$ cat config.mk
export PLATFORM = sky130hd
export DESIGN_NAME = bus_arbiter
export DESIGN_NICKNAME = d
export VERILOG_FILES = /design/src/rtl/panzer16_bus_pkg.sv /design/src/rtl/bus_arb_pick.sv /design/src/rtl/bus_arbiter.sv
export SDC_FILE = /design/constraint.sdc
export NUM_CORES = 1
export LEC_CHECK = 0
export ABC_CLOCK_PERIOD_IN_PS = 1900
export BUFFER_PORTS_ARGS = -buffer_cell sky130_fd_sc_hd__buf_2
export CORE_MARGIN = 5
export CORE_UTILIZATION = 48
export DETAILED_ROUTE_END_ITERATION = 8
export PLACE_DENSITY = 0.88
export SYNTH_ARGS = -nofsm -noshare
export SYNTH_HDL_FRONTEND = slang
export SYNTH_SLANG_ARGS = --single-unit
$ cat constraint.sdc
create_clock -name Clk -period 1.9 [get_ports Clk]
set_input_delay 0.19 -clock Clk [delete_from_list [all_inputs] [get_ports Clk]]
set_output_delay 0.19 -clock Clk [all_outputs]
set_load 0.005 [all_outputs]
$ cat src/rtl/panzer16_bus_pkg.sv
// Shared types and constants for the panzer16 memory-bus arbiter.
package panzer16_bus_pkg;

  localparam int unsigned DATA_W = 16;
  localparam int unsigned ADDR_W = 16;

  localparam logic RW_READ  = 1'b0;
  localparam logic RW_WRITE = 1'b1;

  typedef enum logic [1:0] {
    IDLE   = 2'd0,
    I_XFER = 2'd1,
    D_XFER = 2'd2
  } arb_state_e;

endpackage

$ cat src/rtl/bus_arb_pick.sv
// Grant selection between fetch and data requesters. With ARB_ROUND_ROBIN_EN
// defined priority alternates; otherwise data wins with a fetch starvation guard.
module bus_arb_pick
  import panzer16_bus_pkg::*;
#(
  parameter int unsigned D_BURST_MAX = 4
) (
  input  logic clk_i,
  input  logic rst_n_i,
  input  logic grant_en_i,
  input  logic ireq_i,
  input  logic dreq_i,
  input  logic itrans_i,
  output logic gnt_ifetch_c_o,
  output logic gnt_data_c_o
);

  logic i_wins_c;

`ifdef ARB_ROUND_ROBIN_EN
  logic i_prio_q, i_prio_d;
  logic unused_itrans;

  assign unused_itrans = itrans_i;

  always_comb begin
    i_wins_c       = ireq_i && (!dreq_i || i_prio_q);
    gnt_ifetch_c_o = grant_en_i && i_wins_c;
    gnt_data_c_o   = grant_en_i && dreq_i && !i_wins_c;
    i_prio_d       = i_prio_q;
    if (gnt_data_c_o) begin
      i_prio_d = 1'b1;
    end else if (gnt_ifetch_c_o) begin
      i_prio_d = 1'b0;
    end
  end

  always_ff @(posedge clk_i) begin
    if (!rst_n_i) begin
      i_prio_q <= 1'b0;
    end else begin
      i_prio_q <= i_prio_d;
    end
  end
`else
  localparam int unsigned STREAK_W = $clog2(D_BURST_MAX + 1);
  localparam logic [STREAK_W-1:0] BURST_MAX = STREAK_W'(D_BURST_MAX);

  logic [STREAK_W-1:0] streak_q, streak_d;

  // Streak saturates so a masked fetch cannot wrap the counter.
  always_comb begin
    i_wins_c       = ireq_i && (!dreq_i || (streak_q >= BURST_MAX));
    gnt_ifetch_c_o = grant_en_i && i_wins_c;
    gnt_data_c_o   = grant_en_i && dreq_i && !i_wins_c;
    streak_d       = streak_q;
    if (gnt_ifetch_c_o) begin
      streak_d = '0;
    end else if (gnt_data_c_o) begin
      if (!itrans_i) begin
        streak_d = '0;
      end else if (streak_q != BURST_MAX) begin
        streak_d = streak_q + STREAK_W'(1);
      end
    end
  end

  always_ff @(posedge clk_i) begin
    if (!rst_n_i) begin
      streak_q <= '0;
    end else begin
      streak_q <= streak_d;
    end
  end
`endif

endmodule

$ cat src/rtl/bus_arbiter.sv
// Two-master arbiter (fetch / data) for the shared 16-bit memory bus with abort
// and timeout. Build option: ARB_ROUND_ROBIN_EN selects round-robin priority.
module bus_arbiter
  import panzer16_bus_pkg::*;
#(
  parameter int unsigned DATA_W      = panzer16_bus_pkg::DATA_W,
  parameter int unsigned ADDR_W      = panzer16_bus_pkg::ADDR_W,
  parameter int unsigned D_BURST_MAX = 4,
  parameter int unsigned TIMEOUT     = 255
) (
  input  logic              Clk,
  input  logic              RST,
  input  logic              ITrans,
  input  logic [ADDR_W-1:0] IAdress,
  input  logic              IAbort,
  output logic              IReady,
  output logic [DATA_W-1:0] IData,
  input  logic              DTrans,
  input  logic [ADDR_W-1:0] DAdress,
  input  logic              DReadWrite,
  input  logic [DATA_W-1:0] DWriteData,
  output logic              DReady,
  output logic [DATA_W-1:0] DData,
  output logic              BusTrans,
  output logic [ADDR_W-1:0] BusAdress,
  output logic              BusReadWrite,
  output logic [DATA_W-1:0] BusWriteData,
  input  logic [DATA_W-1:0] BusReadData,
  input  logic              BusReady,
  output logic              BusTimeout
);

  localparam int unsigned CNT_W = (TIMEOUT > 1) ? $clog2(TIMEOUT) : 1;
  localparam logic [CNT_W-1:0] TMO_LAST = CNT_W'(TIMEOUT - 1);

  arb_state_e        state_q, state_d;
  logic [CNT_W-1:0]  tmo_cnt_q, tmo_cnt_d;
  logic              drop_q, drop_d;
  logic              bus_trans_q, bus_trans_d;
  logic [ADDR_W-1:0] bus_addr_q, bus_addr_d;
  logic              bus_rw_q, bus_rw_d;
  logic [DATA_W-1:0] bus_wdata_q, bus_wdata_d;
  logic              iready_q, iready_d;
  logic [DATA_W-1:0] idata_q, idata_d;
  logic              dready_q, dready_d;
  logic [DATA_W-1:0] ddata_q, ddata_d;
  logic              timeout_q, timeout_d;

  logic              ireq_c, dreq_c, gnt_ifetch_c, gnt_data_c;
  logic [DATA_W-1:0] xfer_rdata_c;

  // A requester whose Ready is showing still holds Trans; ignore it this cycle.
  assign ireq_c = ITrans && !iready_q && !IAbort;
  assign dreq_c = DTrans && !dready_q;

  bus_arb_pick #(
    .D_BURST_MAX(D_BURST_MAX)
  ) u_pick (
    .clk_i         (Clk),
    .rst_n_i       (RST),
    .grant_en_i    (state_q == IDLE),
    .ireq_i        (ireq_c),
    .dreq_i        (dreq_c),
    .itrans_i      (ITrans),
    .gnt_ifetch_c_o(gnt_ifetch_c),
    .gnt_data_c_o  (gnt_data_c)
  );

  always_comb begin
    state_d      = state_q;
    tmo_cnt_d    = tmo_cnt_q;
    drop_d       = drop_q;
    bus_trans_d  = 1'b0;
    bus_addr_d   = bus_addr_q;
    bus_rw_d     = bus_rw_q;
    bus_wdata_d  = bus_wdata_q;
    iready_d     = 1'b0;
    idata_d      = idata_q;
    dready_d     = 1'b0;
    ddata_d      = ddata_q;
    timeout_d    = 1'b0;
    xfer_rdata_c = BusReady ? BusReadData : '0;

    unique case (state_q)
      IDLE: begin
        drop_d    = 1'b0;
        tmo_cnt_d = '0;
        if (gnt_ifetch_c) begin
          state_d     = I_XFER;
          bus_trans_d = 1'b1;
          bus_addr_d  = IAdress;
          bus_rw_d    = RW_READ;
        end else if (gnt_data_c) begin
          state_d     = D_XFER;
          bus_trans_d = 1'b1;
          bus_addr_d  = DAdress;
          bus_rw_d    = DReadWrite;
          bus_wdata_d = DWriteData;
        end
      end
      I_XFER, D_XFER: begin
        // BusReady takes precedence over an expiring timeout.
        if (BusReady || (tmo_cnt_q == TMO_LAST)) begin
          state_d   = IDLE;
          drop_d    = 1'b0;
          timeout_d = !BusReady;
          if (state_q == I_XFER) begin
            iready_d = !(drop_q || IAbort);
            if (iready_d) begin
              idata_d = xfer_rdata_c;
            end
          end else begin
            dready_d = 1'b1;
            ddata_d  = xfer_rdata_c;
          end
        end else begin
          bus_trans_d = 1'b1;
          tmo_cnt_d   = tmo_cnt_q + CNT_W'(1);
          if ((state_q == I_XFER) && IAbort) begin
            drop_d = 1'b1;
          end
        end
      end
      default: state_d = IDLE;
    endcase
  end

  always_ff @(posedge Clk) begin
    if (!RST) begin
      state_q     <= IDLE;
      tmo_cnt_q   <= '0;
      drop_q      <= 1'b0;
      bus_trans_q <= 1'b0;
      bus_addr_q  <= '0;
      bus_rw_q    <= 1'b0;
      bus_wdata_q <= '0;
      iready_q    <= 1'b0;
      idata_q     <= '0;
      dready_q    <= 1'b0;
      ddata_q     <= '0;
      timeout_q   <= 1'b0;
    end else begin
      state_q     <= state_d;
      tmo_cnt_q   <= tmo_cnt_d;
      drop_q      <= drop_d;
      bus_trans_q <= bus_trans_d;
      bus_addr_q  <= bus_addr_d;
      bus_rw_q    <= bus_rw_d;
      bus_wdata_q <= bus_wdata_d;
      iready_q    <= iready_d;
      idata_q     <= idata_d;
      dready_q    <= dready_d;
      ddata_q     <= ddata_d;
      timeout_q   <= timeout_d;
    end
  end

  assign IReady       = iready_q;
  assign IData        = idata_q;
  assign DReady       = dready_q;
  assign DData        = ddata_q;
  assign BusTrans     = bus_trans_q;
  assign BusAdress    = bus_addr_q;
  assign BusReadWrite = bus_rw_q;
  assign BusWriteData = bus_wdata_q;
  assign BusTimeout   = timeout_q;

endmodule
==> results of run 1 <==
stage by stage:
stage | cells | power [mW] | util | cell area [um2] | TNS (ps)
detailed placement | 613 | 2.604 | 0.6178 | 4220 | -3594
floorplan | 387 | 2.324 | - | 3400 | 0
global placement | 613 | 2.581 | 0.6178 | 4220 | -2141
finish | 627 | 3.880 | 0.6498 | 4439 | 0
CTS | 627 | 3.895 | 0.6469 | 4419 | 0
global route | 627 | 4.084 | 0.6498 | 4439 | 0
how the worst max path moves through the flow:
stage | slack [ps] | endpoint | start
global route | 20 | tmo_cnt_q[5] | state_q[1]
CTS | 70 | DData[10] | tmo_cnt_q[0]
floorplan | 200 | tmo_cnt_q[5] | state_q[0]
finish | 130 | tmo_cnt_q[5] | state_q[1]
detailed placement | -240 | DData[2] | tmo_cnt_q[0]
global placement | -140 | DData[12] | tmo_cnt_q[0]
cell type report:
cell class              count  share of cell area
inverters                   9            0.007610
clock buffers              11             0.02959
multi-input cells         267              0.3579
flip-flops and latches     83              0.3743
clock inverters             3             0.01466
well taps                  96             0.02706
repair buffers            158              0.1888
per-layer routing:
layer | vias up | GRT usage | wire length (um) | share of wire
li1 | 1691 | - | - | -
met1 | 1561 | 0.2469 | 3878 | 0.43
met2 | 155 | 0.3286 | 4035 | 0.45
met3 | 17 | 0.06250 | 908 | 0.10
met4 | 0 | 0.07581 | 131 | 0.015
met5 | - | 0 | 0 | 0
registers in the layout, indices dropped and copies added (netlist names):
name,flops
drop_q,1
IReady,1
IData,16
state_q,2
u_pick.streak_q,3
BusReadWrite,1
BusTrans,1
tmo_cnt_q,8
BusAdress,16
DReady,1
DData,16
BusTimeout,1
BusWriteData,16
kinds of logic (layout without fill, tap and decap cells):
kind of cell | after synthesis | after routing | synth area share
adders and majority gates | 8 | 8 | 0.02945
and+or+nand+nor | 146 | 146 | 0.1947
buffers and inverters | 37 | 181 | 0.05042
AOI/OAI and AO/OA | 111 | 111 | 0.2315
xor gates and xnor gates | 2 | 2 | 0.005154
DFF | 83 | 83 | 0.4888
layout by cell type, fill, tap and decap left out, types with 2 or more instances in the layout:
cell type    n
o221ai_1    16
a21oi_1     22
buf_2      139
bufinv_16    2
nand2_1     73
xor2_1       2
nand4_1      3
o21a_1       2
ha_1         7
nand3_1     25
inv_1        9
o22ai_1     16
nor2b_4      2
buf_4       19
o211ai_1     3
clkbuf_1     2
dfxtp_1     83
or3_1        2
o21ai_1     10
o21ai_0      9
and3_1       2
clkbuf_8     9
nor3_1       5
nand2b_1     4
o31ai_1      2
a32o_1      16
nor2_1      23
a31oi_1      3
repair_timing:
| action | in CTS | in global routing |
|---|---|---|
| resized for setup | 1 | 3 |
| pin swaps | 0 | 0 |
| setup endpoints to repair | 17 | 29 |
| hold buffers | 0 | 0 |
| endpoints found under the hold margin | 0 | 0 |
power by group through the flow:
stage / combinational (mW) / clock [mW] / sequential [mW]
after floorplan: 0.362 / 0 / 1.96
after CTS: 0.657 / 1.33 / 1.91
after global routing: 0.742 / 1.42 / 1.93
after detailed placement: 0.654 / 0 / 1.95
final: 0.665 / 1.30 / 1.91
after global placement: 0.636 / 0 / 1.94
worst max-delay path, stage by stage, from the launching register on:
cell and delay (ps):
dfxtp_1 350, inv_1 110, ha_4 300, nor2b_4 180
o21ai_2 140, or4_1 490, a21oi_1 150
==> impl_metrics.py, run 1 <==
metrics = {
    "layout": {
        "synthToLayoutAreaGrowth_pct": 30.59,
        "regArea_mm2": 0.001662,
        "drive_gt1_frac": 0.3371,
        "multi_input_area_mm2": 0.001589,
        "nets": 607,
        "fillCellCount": 598,
        "antenna_cells": 0,
    },
    "detailed_routing": {
        "drt_drc_violations_left": 0,
        "drtIter0Drc": 162,
        "dr.pass1.iters": 4,
        "num_vias": 3424,
        "vias_per_cell": 5.461,
        "antenna_left": 0,
        "wl_per_cell_um": 14.28,
        "wl_um": 8953,
    },
    "logic_synthesis": {
        "syn-num-nets": 466,
        "ys_seq_area_frac": 0.4888,
        "synth_top_cell_by_area": "dfxtp_1",
        "syn_inst": 387,
        "synth_common_cells": "dfxtp_1 (83), nand2_1 (73), nand3_1 (25)",
        "synthArstFlopShare": 0,
        "synth_ff_type": "dfxtp_1",
        "syn_area_per_cell_um2": 8.784,
        "yosys.area.top_type_share": 0.4888,
        "synth_edf_count": 0,
        "synth.top_cells.by_area": "dfxtp_1 (49%), nand2_1 (8.1%), a32o_1 (4.7%)",
        "ys_ff_latch": 83,
        "synthesis.area_mm2": 0.003400,
        "ys_types": 46,
        "yosysWarnings": 0,
        "yosysMostFrequentCell": "dfxtp_1",
    },
    "sta": {
        "fin_worst_skew_ps": 7.714,
        "setup_viol": 0,
        "final_max_slew_viol_count": 0,
        "finalCritPeriodShare": 0.9332,
        "tightest_slew_ps": 730.0,
        "hold_violations": 0,
        "finalCriticalPeriod_ps": 1773,
        "fmax_ghz": 0.5640,
        "setup_ws_ps": 126.9,
        "hold_slack_ps": 76.04,
        "slew_headroom": 0.5119,
        "rsz0062_at_grt": "false",
    },
    "floorplan": {
        "die-area_mm2": 0.008865,
        "fp.dieH_um": 94.16,
        "die_w_um": 94.16,
        "start_util": 0.4976,
        "rows": 30,
        "coreArea_mm2": 0.006832,
        "io_pins": 140,
    },
    "placement": {
        "io_buffers": 139,
        "dpl.hpwl_um": 6601,
        "gp_congestion": 0.8870,
        "preCtsSetupSlack_ps": -241.5,
    },
    "power": {
        "switchingPower_mw": 1.006,
        "power.internal_mw": 2.874,
        "p_comb_frac": 0.171,
        "p_leak_nw": 1.993,
        "power_per_cell_area_mw_per_mm2": 874.0,
        "seqPwrFrac": 0.493,
        "clockPowerShare": 0.336,
        "p_sw_frac": 0.2593,
        "vdd_drop_max_uv": 466.8,
    },
    "critical_path": {
        "r2r_start": "state_q[1]",
        "crit_path_max_fanout": 9,
        "cp-start-kind": "register",
        "arrival_ps": 2050,
        "endpoint_kind": "register",
        "path_class": "register to register",
        "r2r_slack_ps": 130,
        "crit_required_ps": 2180,
        "ff2ff_path_depth": 6,
        "regToRegEndpoint": "tmo_cnt_q[5]",
    },
    "min_path": {
        "hold_start": "DWriteData[10]",
        "min_path_type": "primary input to register",
        "worstHoldPathCells": 3,
        "min_to": "BusWriteData[10]",
    },
    "clock_network": {
        "cts_max_path_buffers": 2,
        "numCtsBuffers": 9,
        "insertion_delay_ps": 340,
        "cts_setup_buffers": 0,
        "clkTransAtPathRegs_ps": 80,
        "cts.sinks": 83,
        "root_buffer": "clkbuf_8",
        "htreeDepth": 3,
        "cts_tree": "yes",
    },
    "global_routing": {
        "grtUsageTotal": 0.2010,
        "antenna_found_initial": 0,
        "grt_max_degree": 57,
        "first_global_vias": 3228,
        "overflow": 0,
        "grt_pass1_wl_um": 14480,
    },
    "run": {
        "drv_cap": 0,
    },
    "outcome": {
        "outcome": "completed",
    },
}
No activity file was read; power rests on OpenSTA's default activity.
==> run 2, diff against run 1 <==
ABC_CLOCK_PERIOD_IN_PS = 1520   (was 1900)
CORE_UTILIZATION = 43   (was 48)
PLACE_DENSITY = 0.84   (was 0.88)
clock period = 1.52 ns   (was 1.9 ns; I/O delays follow)
==> impl_metrics.py, run 2 (synthesis gave the netlist of run 1 again) <==
metrics = {
    "sta": {
        "final_max_slew_viol_count": 0,
        "rsz0062_at_grt": "true",
        "setup_ws_ps": -68.29,
        "hold_violations": 0,
        "slew_headroom": 0.6315,
        "finalCritPeriodShare": 1.045,
        "fmax_ghz": 0.6296,
        "fin_tns_setup_ps": -328.8,
        "finalCriticalPeriod_ps": 1588,
        "hold_slack_ps": 37.39,
        "setup_viol": 15,
        "tightest_slew_ps": 552.7,
        "fin_worst_skew_ps": 10.15,
    },
    "layout": {
        "nets": 631,
        "final_common_cell": "buf_2",
        "layout_common_cells": "buf_2 (140), dfxtp_1 (79), nand2_1 (73)",
        "drive_gt1_frac": 0.4424,
        "synthToLayoutAreaGrowth_pct": 43.76,
        "antenna_cells": 0,
        "fin_util": 0.6324,
    },
    "detailed_routing": {
        "antenna_left": 0,
        "wl_per_cell_um": 16.40,
        "wl_met1_um": 4320,
        "wl_met2_um": 5266,
        "dr.pass1.iters": 5,
        "num_vias": 3696,
        "topRoutingLayerUsed": "met4",
        "drtIter0Drc": 140,
        "met3_length_um": 1005,
        "vias_per_cell": 5.617,
        "drt_drc_violations_left": 0,
        "wl_um": 10790,
    },
    "clock_network": {
        "insertion_delay_ps": 350,
        "htreeDepth": 3,
        "clkTransAtPathRegs_ps": 80,
        "cts.sinks": 83,
        "cts_max_path_buffers": 2,
        "numCtsBuffers": 9,
        "root_buffer": "clkbuf_8",
        "cts_tree": "yes",
    },
    "outcome": {
        "outcome": "complete, but fails checks",
        "violations": "negative setup slack",
    },
    "power": {
        "power_per_cell_area_mw_per_mm2": 982.9,
        "vdd_drop_max_uv": 638.9,
        "p_leak_nw": 2.154,
    },
    "placement": {
        "dpl.hpwl_um": 7049,
        "gp_congestion": 0.8226,
        "io_buffers": 139,
    },
    "global_routing": {
        "first_global_vias": 3379,
        "grt_max_degree": 57,
        "overflow": 0,
        "grt_pass1_wl_um": 15790,
        "grtUsageTotal": 0.1933,
        "antenna_found_initial": 0,
    },
    "critical_path": {
        "cp-start-kind": "register",
        "arrival_ps": 1860,
        "r2r_start": "state_q[1]",
        "path_class": "register to register",
        "crit_start": "state_q[1]",
        "endpoint_kind": "register",
        "cp_slowest_stage_delay_ps": 340,
        "crit_end": "tmo_cnt_q[7]",
        "cp_num_buf_inv": 2,
        "ff2ff_path_depth": 7,
        "path_delay_family": "compound AO/OA/AOI/OAI gates",
        "worst-path-stages": 7,
        "crit_path_max_fanout": 5,
        "regToRegEndpoint": "tmo_cnt_q[7]",
        "crit_required_ps": 1790,
        "r2r_slack_ps": -70,
        "worstPathCellList": "inv_2 -> ha_4 -> nor2b_4 -> a21boi_2 -> buf_4 -> nand3_2 -> a31oi_1",
        "cpMaxStageDelayCell": "dfxtp_2",
    },
    "floorplan": {
        "start_util": 0.4399,
        "coreArea_mm2": 0.007727,
        "io_pins": 140,
        "die_w_um": 98.92,
        "fp.dieH_um": 98.92,
        "die-area_mm2": 0.009784,
        "rows": 32,
    },
    "min_path": {
        "min_path_type": "primary input to register",
    },
    "run": {
        "drv_cap": 0,
    },
}
## run 2: cell count changes in the layout (fill, tap and decap cells not counted), sizes merged
| cell | previous run | this run |
|---|---|---|
| buf | 158 | 181 |
| clkinv | 1 | 6 |
| bufinv | 2 | 0 |
| clkbuf | 11 | 9 |
| o21a | 2 | 3 |
## run 2: timing repair
item | 4_1_cts | 5_1_grt
gates cloned | 0 | 6
setup endpoints to repair | 25 | 77
gates resized for setup | 9 | 54
setup buffers | 2 | 10
hold endpoints to repair | 0 | 0
hold buffers | 0 | 0
pin swaps | 3 | 14
## run 2: tightest hold or removal path: cells and delay by family
family          cells  cell delay [ps]
simple gates        1               70
buf+inv             1               70
compound gates      1               60
## run 2: how the worst min path moves through the flow
stage | from | to | slack [ps] | cells after the start
final | IAdress[11] | BusAdress[11] | 40 | 3
after detailed placement | IAdress[8] | BusAdress[8] | 390 | 3
after global routing | DWriteData[4] | BusWriteData[4] | 30 | 3
after floorplan | DWriteData[0] | BusWriteData[0] | 290 | 2
after CTS | IAdress[8] | BusAdress[8] | 20 | 3
after global placement | IAdress[10] | BusAdress[10] | 390 | 3
## run 2: final cells by class
cell class                 count  area (um2)
timing repair buffer         181        1071
clock inverter                 6       33.78
multi-input combinational    268        1831
sequential                    83        1667
clock buffer                   9       123.9
tap                          102       127.6
inverter                       9       33.78
fill                         632        2840
## run 2: metrics by stage
| step | cell area (um2) | cells | setup slack, ps | power (mW) |
|---|---|---|---|---|
| final | 4887 | 658 | -68.29 | 4.804 |
| after floorplan | 3432 | 387 | -12.03 | 2.923 |
| after global placement | 4309 | 625 | -129.5 | 3.268 |
| after global routing | 4887 | 658 | -177.5 | 5.052 |
| after CTS | 4523 | 642 | -6.653 | 4.639 |
| after detailed placement | 4309 | 625 | -271.2 | 3.301 |
## run 2: report_power, final
group	switching [mW]	internal, mW
logic	0.572	0.504
registers	0.0825	2.32
clock network	0.756	0.572
## run 2: layer usage
| metal | global-route usage | vias to the layer above |
|---|---|---|
| met5 | 0 | - |
| met4 | 0.07668 | 0 |
| met3 | 0.05449 | 20 |
| met2 | 0.3156 | 185 |
| met1 | 0.2405 | 1757 |
| li1 | - | 1734 |
==> run 3, diff against run 2 <==
SLEW_MARGIN = 20   (was unset)
TNS_END_PERCENT = 30   (was unset)
==> impl_metrics.py, run 3 (synthesis gave the netlist of run 1 again) <==
metrics = {
    "critical_path": {
        "crit_required_ps": 1810,
        "r2r_slack_ps": -40,
        "endpoint_kind": "register",
        "cp-start-kind": "register",
        "crit_path_max_fanout": 4,
        "cp_slowest_stage_delay_ps": 420,
        "worstPathCellList": "inv_2 -> ha_4 -> nor2b_4 -> o21ai_4 -> or4_4 -> a21oi_2",
        "cpMaxStageDelayCell": "or4_4",
        "path_class": "register to register",
        "arrival_ps": 1850,
    },
    "sta": {
        "finalCritPeriodShare": 1.026,
        "slew_headroom": 0.6490,
        "hold_slack_ps": 31.65,
        "rsz0062_at_grt": "true",
        "setup_ws_ps": -39.22,
        "fmax_ghz": 0.6413,
        "hold_violations": 0,
        "finalCriticalPeriod_ps": 1559,
        "final_max_slew_viol_count": 0,
        "fin_tns_setup_ps": -143.1,
        "fin_worst_skew_ps": 9.673,
        "tightest_slew_ps": 526.5,
        "setup_viol": 11,
    },
    "placement": {
        "place_inst": 624,
        "dpl.hpwl_um": 6983,
        "preCtsSetupSlack_ps": -307.7,
        "place_area_mm2": 0.004327,
        "gp_congestion": 0.8417,
        "io_buffers": 139,
    },
    "power": {
        "power_mw": 4.974,
        "p_leak_nw": 2.063,
        "power_per_cell_area_mw_per_mm2": 1069,
        "vdd_drop_max_uv": 531.4,
    },
    "detailed_routing": {
        "wl_per_cell_um": 15.03,
        "drt_drc_violations_left": 0,
        "wl_um": 9647,
        "drtIter0Drc": 175,
        "num_vias": 3445,
        "vias_per_cell": 5.366,
        "antenna_left": 0,
        "dr.pass1.iters": 4,
    },
    "global_routing": {
        "overflow": 0,
        "grt_max_degree": 57,
        "grt_use_met3": 0.07006,
        "grtUsageTotal": 0.1913,
        "antenna_found_initial": 0,
        "grt_pass1_wl_um": 15370,
        "grt_use_met2": 0.3182,
        "first_global_vias": 3213,
        "busiest_layer": "met2",
        "met1_usage": 0.2307,
    },
    "clock_network": {
        "insertion_delay_ps": 360,
        "cts_max_path_buffers": 2,
        "clkTransAtPathRegs_ps": 80,
        "cts.sinks": 83,
        "cts_tree": "yes",
        "numCtsBuffers": 9,
        "root_buffer": "clkbuf_8",
        "htreeDepth": 3,
        "ctsHoldBuffers": 0,
    },
    "layout": {
        "fin_util": 0.6023,
        "antenna_cells": 0,
        "nets": 614,
        "layout.cells.non_filler": 642,
        "fillCellCount": 645,
        "synthToLayoutAreaGrowth_pct": 36.92,
        "drive_gt1_frac": 0.3852,
        "layout_common_cells": "buf_2 (139), dfxtp_1 (80), nand2_1 (73)",
        "stdcell_area_mm2": 0.004654,
        "final_common_cell": "buf_2",
    },
    "floorplan": {
        "fp.dieH_um": 98.92,
        "die_w_um": 98.92,
        "coreArea_mm2": 0.007727,
        "die-area_mm2": 0.009784,
        "start_util": 0.4399,
        "rows": 32,
        "io_pins": 140,
    },
    "run": {
        "drv_cap": 0,
    },
    "outcome": {
        "violations": "negative setup slack",
        "outcome": "complete, but fails checks",
    },
    "min_path": {
        "min_path_type": "primary input to register",
    },
}
## run 3: changes by cell type in the layout (fill, tap and decap cells not counted), sizes merged
cell and change:
buf -16, clkinv -6, clkbuf +4, clkinvlp +2, bufinv +1, o21a -1
## run 3: layer usage
layer	up-vias	share of wire
met3	16	0.11
met5	-	0
met1	1571	0.40
met4	0	0.013
li1	1702	-
met2	156	0.48
## run 3: area by class of cell
class	instances	area, um2	area share
Timing Repair Buffer	165	932.1	0.2003
Tap cell	102	127.6	0.02742
Sequential cell	83	1665	0.3578
Clock buffer	13	168.9	0.03629
Multi-Input combinational cell	267	1679	0.3608
Clock inverter	3	45.04	0.009677
Inverter	9	36.28	0.007796
## run 3: critical path, delay by kind of cell (launching register included)
kind                       cells  cell delay (ps)
and+or+nand+nor                2              620
buffers and inverters          1               50
AOI/OAI and AO/OA              2              210
DFF                            1              360
adders and majority gates      1              260
## run 3: final timing paths
path,startpoint,to,cells past startpoint
max,state_q[0],tmo_cnt_q[5],6
min,DWriteData[9],BusWriteData[9],3
max reg2reg,state_q[0],tmo_cnt_q[5],6
min reg2reg,BusWriteData[1],BusWriteData[1],2
## run 3: timing repair
action,CTS,global route
cloned,0,0
pin swaps,2,7
endpoints found under the setup margin,25,65
setup buffers,0,2
gates resized for setup,5,16
## run 3: report_power, final
group | internal (mW) | switching (mW) | leakage (nW)
Combinational | 0.418 | 0.490 | 1.28
Clock | 0.895 | 0.774 | 0.102
Sequential | 2.32 | 0.0806 | 0.679
